## src/rtl/ifetch.sv

```systemverilog
// ifetch: instruction fetch stage. Owns the fetch PC and fetches words over
// a req/ack handshake. A single buffered word is presented to IF/ID.
// A request killed by a redirect is drained before the new target is requested.
module ifetch #(
    parameter logic [31:0] RESET_PC = 32'h0000_0000
) (
    input  logic        clk,
    input  logic        rst,
    input  logic        ifdwrite,
    input  logic        ifflush,
    input  logic        redirect,
    input  logic [31:0] redirect_pc,
    output logic        imem_req,
    output logic [31:0] imem_addr,
    input  logic        imem_ack,
    input  logic [31:0] imem_rdata,
    output logic [31:0] instr,
    output logic [31:0] next_instr,
    output logic [31:0] pc
);

    typedef enum logic [1:0] {FETCH, DRAIN, HOLD} state_t;

    state_t      state;
    logic [31:0] pc_q;
    logic [31:0] req_addr;
    logic [31:0] buf_instr;
    logic [31:0] buf_addr;
    logic [31:0] tgt;
    logic [31:0] seq_pc;
    logic        consume;

    // Word-aligned redirect target and the sequential successor of the held word
    assign tgt     = {redirect_pc[31:2], 2'b00};
    assign seq_pc  = buf_addr + 32'd4;
    assign consume = (state == HOLD) && (ifflush || !ifdwrite);

    // Fetch FSM: redirect has priority over ack and consume in every state
    always_ff @(posedge clk) begin
        if (rst) begin
            state     <= FETCH;
            pc_q      <= RESET_PC;
            req_addr  <= RESET_PC;
            buf_instr <= 32'h0;
            buf_addr  <= 32'h0;
        end else begin
            case (state)
                FETCH: begin
                    if (redirect) begin
                        pc_q <= tgt;
                        // Ack in the same cycle retires the old request, so the
                        // new target can be requested right away; otherwise drain.
                        if (imem_ack) req_addr <= tgt;
                        else          state    <= DRAIN;
                    end else if (imem_ack) begin
                        buf_instr <= imem_rdata;
                        buf_addr  <= req_addr;
                        state     <= HOLD;
                    end
                end
                DRAIN: begin
                    if (imem_ack) begin
                        req_addr <= redirect ? tgt : pc_q;
                        pc_q     <= redirect ? tgt : pc_q;
                        state    <= FETCH;
                    end else if (redirect) begin
                        pc_q <= tgt;
                    end
                end
                HOLD: begin
                    if (redirect) begin
                        pc_q     <= tgt;
                        req_addr <= tgt;
                        state    <= FETCH;
                    end else if (consume) begin
                        pc_q     <= seq_pc;
                        req_addr <= seq_pc;
                        state    <= FETCH;
                    end
                end
                default: state <= FETCH;
            endcase
        end
    end

    // Request is withdrawn combinationally while reset is asserted
    assign imem_req   = (state != HOLD) && !rst;
    assign imem_addr  = req_addr;
    // IF/ID only ever sees the buffered word, so a stalled consumer sees no change
    assign instr      = (state == HOLD) ? buf_instr : 32'h0;
    assign next_instr = (state == HOLD) ? seq_pc    : 32'h0;
    assign pc         = pc_q;

endmodule

```

## config.mk

```make
export PLATFORM = sky130hd
export DESIGN_NAME = ifetch
export DESIGN_NICKNAME = d
export VERILOG_FILES = /design/src/rtl/ifetch.sv
export SDC_FILE = /design/constraint.sdc
export NUM_CORES = 1
export LEC_CHECK = 0
export ABC_AREA = 0
export CORE_MARGIN = 2
export CORE_UTILIZATION = 45
export DETAILED_ROUTE_END_ITERATION = 8
export HOLD_SLACK_MARGIN = 0.15
export PLACE_DENSITY = 0.84
export SLEW_MARGIN = 20
export SYNTH_ARGS = -nofsm -noshare
export SYNTH_HDL_FRONTEND = slang
export SYNTH_SLANG_ARGS = --single-unit
export TNS_END_PERCENT = 10
```

## constraint.sdc

```tcl
create_clock -name clk -period 2.7 [get_ports clk]
set_input_delay 0.27 -clock clk [delete_from_list [all_inputs] [get_ports clk]]
set_output_delay 0.27 -clock clk [all_outputs]
set_load 0.02 [all_outputs]
```

======== Word level (Yosys, flattened, before mapping) ========
Index checks and enable logic that the tools add are counted.
Widths: inputs -> output; s select.
storage, ports and cells
  output and inout port bits .............. 129
  flip-flop bits (word level) ............. 130
  word-level logic and storage cells ...... 46
  bits of input ports ..................... 70
cells by class
  eq/ne operators ......................... 9
  reduce and logical (&&, ||, !) cells .... 13
  $add $sub $neg .......................... 1
  bitwise gates (word level) .............. 1
  muxes and demuxes ....................... 17
operators by type and width
  cell                   count
  $mux 32                8
  $pmux 32 s3            1
  $pmux 32 s2            1
  $add 32x3->32 const B  1
  $mux 2                 6
  $ne 3x3->1 const B     3
  $ne 2x2->1 const B     4
  $pmux 2 s3             1
  $reduce_and 5->1       1
  $reduce_and 4->1       1
  $reduce_and 3->1       1
  $reduce_bool 3->1      1
  $eq 2x1->1 const B     1
  $eq 2x2->1 const B     1
  $logic_and 1x1->1      2
  $logic_not 1->1        2
  $logic_not 2->1        1
  $reduce_and 2->1       1
  $reduce_bool 2->1      1
  $reduce_or 2->1        1
  $logic_or 1x1->1       1
  $not 1->1              1

======== Longest topological paths before layout ========
  depth after elaboration ................. 6
  depth in mapped cells ................... 9
  depth with buffers taken out ............ 7

======== Worst setup path before layout ========
Ideal clock, no wire load.
  path kind ............................... register to output
  start ................................... reg buf_addr[13]
  end ..................................... out next_instr[24]
  data required time ...................... 2430 ps
  slack ................................... 476 ps
  data arrival time ....................... 1954 ps
  cell stages (with the launch flop) ...... 7
  buffers on the path ..................... 1
  cell sequence ........................... dfxtp_1 nand4_2 or3_1 buf_2 or3_1 xor2_1 nor2b_1
on the way
  cells in the longest elaborated chain, start to end .. 2
RTL lines
  what                      RTL line  source
  start: declaration        28        logic [31:0] buf_addr;
  start signal: assignment  57        buf_addr <= req_addr;
  $add 32x3->32             35        assign seq_pc = buf_addr + 32'd4;
  $mux 32                   91        assign next_instr = (state == HOLD) ? seq_pc : 32'h0;
  end: declaration          18        output logic [31:0] next_instr,
Every way passes these cells.

======== Worst setup path after layout ========
  start ................................... reg buf_addr[6]
  end ..................................... out next_instr[11]
The elaborated chain is that of the path after synthesis.

==> flow_summary.json <==
{
  "outcome": "completed",
  "min_period_ps": 2688,
  "ys_seq_area_share_pct": 36.69,
  "multiInputGateArea_um2": 4207,
  "whs_ps": 291.6,
  "ys.warnings.count": 0,
  "die_height_um": 129.6,
  "min_path_type": "input port to flip-flop",
  "critPathMaxFanout": 6,
  "finalSetupViolCount": 0,
  "worst_slew_pin_slew_ps": 794.9,
  "slew_headroom_pct": 45.64,
  "grt-ovfl-total": 0,
  "grt_pass1_vias": 7583,
  "drt_iter0_markers": 873,
  "area_growth_pct": 40.91,
  "routed_wl_um": 25230,
  "max_freq_ghz": 0.3720,
  "switchingPower_mw": 1.712,
  "crit_path_start_kind": "flip-flop",
  "async_flop_share_pct": 0,
  "ys_seq_elements": 130,
  "clk_pin_slew_ps": 50,
  "cp-end-kind": "output port",
  "cts_sinks": 130,
  "vias": 7847,
  "synth_area_per_cell_um2": 7.864,
  "grt_pass1_wl_um": 39250,
  "n_antenna_cell": 0,
  "skew_ps": 6.926,
  "netlist_top_cells_count": "nand2_1, dfxtp_1, a21oi_1",
  "required_ps": 2430,
  "num_rows": 45,
  "synth_edf_count": 0,
  "core_area_um2": 15310,
  "cpPeakStageDelay_ps": 600,
  "drt.antenna.violating_nets": 0,
  "ir_drop_uv": 523.5,
  "drive_gt1_share_pct": 11.93,
  "synth_nets": 976,
  "grt_max_degree": 104,
  "drc": 0,
  "cellLeakagePower_nw": 3.647,
  "viasPerCell": 6.032,
  "nets": 1152,
  "fill_cells": 1253,
  "initial_utilization_pct": 46.32,
  "synth_top_cell_by_area": "dfxtp_1",
  "first_pass_iters": 5,
  "crit_chain": "and3_2, buf_4, nand4_1, xnor2_2, and2_1, clkdlybuf4s50_1",
  "final_area_um2": 9995,
  "synth_area_leaders": "dfxtp_1, nand2_1, a21oi_1",
  "syn_inst": 902,
  "htree_levels": 4,
  "p_per_area_nw_per_um2": 585.2,
  "seqPwrFrac_pct": 37.7,
  "seqCellArea_um2": 2618,
  "die_w_um": 129.6,
  "synth_top_cell_area_share_pct": 36.69,
  "drv_cap": 0,
  "synth_most_common_cell": "nand2_1",
  "rrSetupSlack_ps": 300,
  "cts_tree": "done",
  "place_congestion": 0.8848,
  "min_period_over_period_pct": 99.55,
  "critical_path_arrival_ps": 2420,
  "ys_types": 62,
  "place_area_um2": 9270,
  "syn_area_um2": 7093,
  "die_area_um2": 16780,
  "path_class": "flip-flop to output port",
  "hpwlAfterDp_um": 16810,
  "p_int_mw": 4.137,
  "rsz0062_at_grt": "yes",
  "cts-buffers-inserted": 17,
  "slew_violations": 0,
  "clock_path_buffers": 2,
  "slowest_stage": "clkdlybuf4s50_1",
  "io_buffers": 196,
  "track_usage_pct": 30.00,
  "synthFlopType": "dfxtp_1",
  "insertion_delay_ps": 420,
  "power_switching_share_pct": 29.27,
  "finalHoldViolations": 0,
  "antenna_found_initial": 0,
  "wl_per_cell_um": 19.39,
  "pwr-share-clk_pct": 40.3,
  "p_comb_share_pct": 21.9,
  "cts_root_buffer": "clkbuf_16",
  "ios": 199
}
-- stage by stage --
step | setup TNS, ps | power, mW | instances | setup slack (ps) | utilization [%]
floorplan | 0 | 2.915 | 902 | 476.5 | -
global placement | 0 | 3.471 | 1267 | 113.6 | 60.53
detailed placement | 0 | 3.497 | 1267 | 52.86 | 60.53
CTS | -772.1 | 5.837 | 1300 | -182.3 | 64.88
global route | -274.9 | 6.050 | 1301 | -113.2 | 65.26
finish | 0 | 5.849 | 1301 | 12.04 | 65.26
-- placed cells by master, fill, tap and decap left out, types with 17 or more instances in the layout --
cell,netlist,layout
clkdlybuf4s50_1,0,171
nand2_1,162,160
dfxtp_1,130,122
a21oi_1,96,95
nor2_1,60,59
and2_1,53,52
buf_4,0,37
o21ai_0,33,33
a221oi_1,28,28
a211oi_1,22,22
clkbuf_16,0,17
-- registers in the layout (all words and copies together), names as in the netlist --
| register | count |
|---|---|
| buf_addr | 32 |
| state | 2 |
| imem_addr | 32 |
| buf_instr | 32 |
| pc | 32 |
-- final timing paths --
kind / start / end / depth (start not counted)
worst max-delay path: buf_addr[6] / next_instr[11] / 6
worst min-delay path: rst / buf_addr[27] / 2
worst max register to register: state[1] / imem_addr[15] / 7
worst min register to register: buf_instr[22] / buf_instr[22] / 2
-- layout make-up --
cell class              count  area share (%)
repair buffers            236           22.73
clock inverters             5           1.002
flip-flops and latches    130           26.19
clock buffers              26           4.895
well taps                 211           2.641
inverters                  12          0.4507
multi-input cells         681           42.09
-- per-layer routing --
metal / share of wire, % / track usage (%) / vias to the layer above
met2: 46 / 47.99 / 525
met4: 3.3 / 14.23 / 0
li1: - / - / 3599
met5: 0 / 0 / -
met3: 13 / 10.69 / 78
met1: 38 / 36.08 / 3645
-- cells by family after synthesis --
kind of cell	Yosys count	synth area share, %
flops	130	36.69
simple gates	386	27.87
mux	2	0.2822
compound gates	273	26.39
buf+inv	92	6.209
xor+xnor	15	1.852
fa+ha+maj	4	0.7056
-- repair_timing --
item / 4_1_cts / 5_1_grt
cloned: 1 / 0
setup buffers: 1 / 1
resized for setup: 43 / 32
hold buffers: 0 / 0
endpoints found under the hold margin: 0 / 0
setup endpoints to repair: 22 / 25
pin swaps: 1 / 3
-- critical path: cells and delay by family (launching register included) --
| kind | cells | cell delay (ps) |
|---|---|---|
| AND/OR/NAND/NOR | 3 | 580 |
| flip-flops | 1 | 420 |
| buffers and inverters | 2 | 750 |
| XOR/XNOR | 1 | 240 |
-- power by group through the flow --
stage               registers (mW)  clock network (mW)  logic, mW
floorplan                     2.34                   0      0.577
global placement              2.23                   0       1.24
detailed placement            2.24                   0       1.26
CTS                           2.20                2.37       1.27
global route                  2.22                2.46       1.37
finish                        2.21                2.36       1.28
Power figures use the tool's default switching activity.
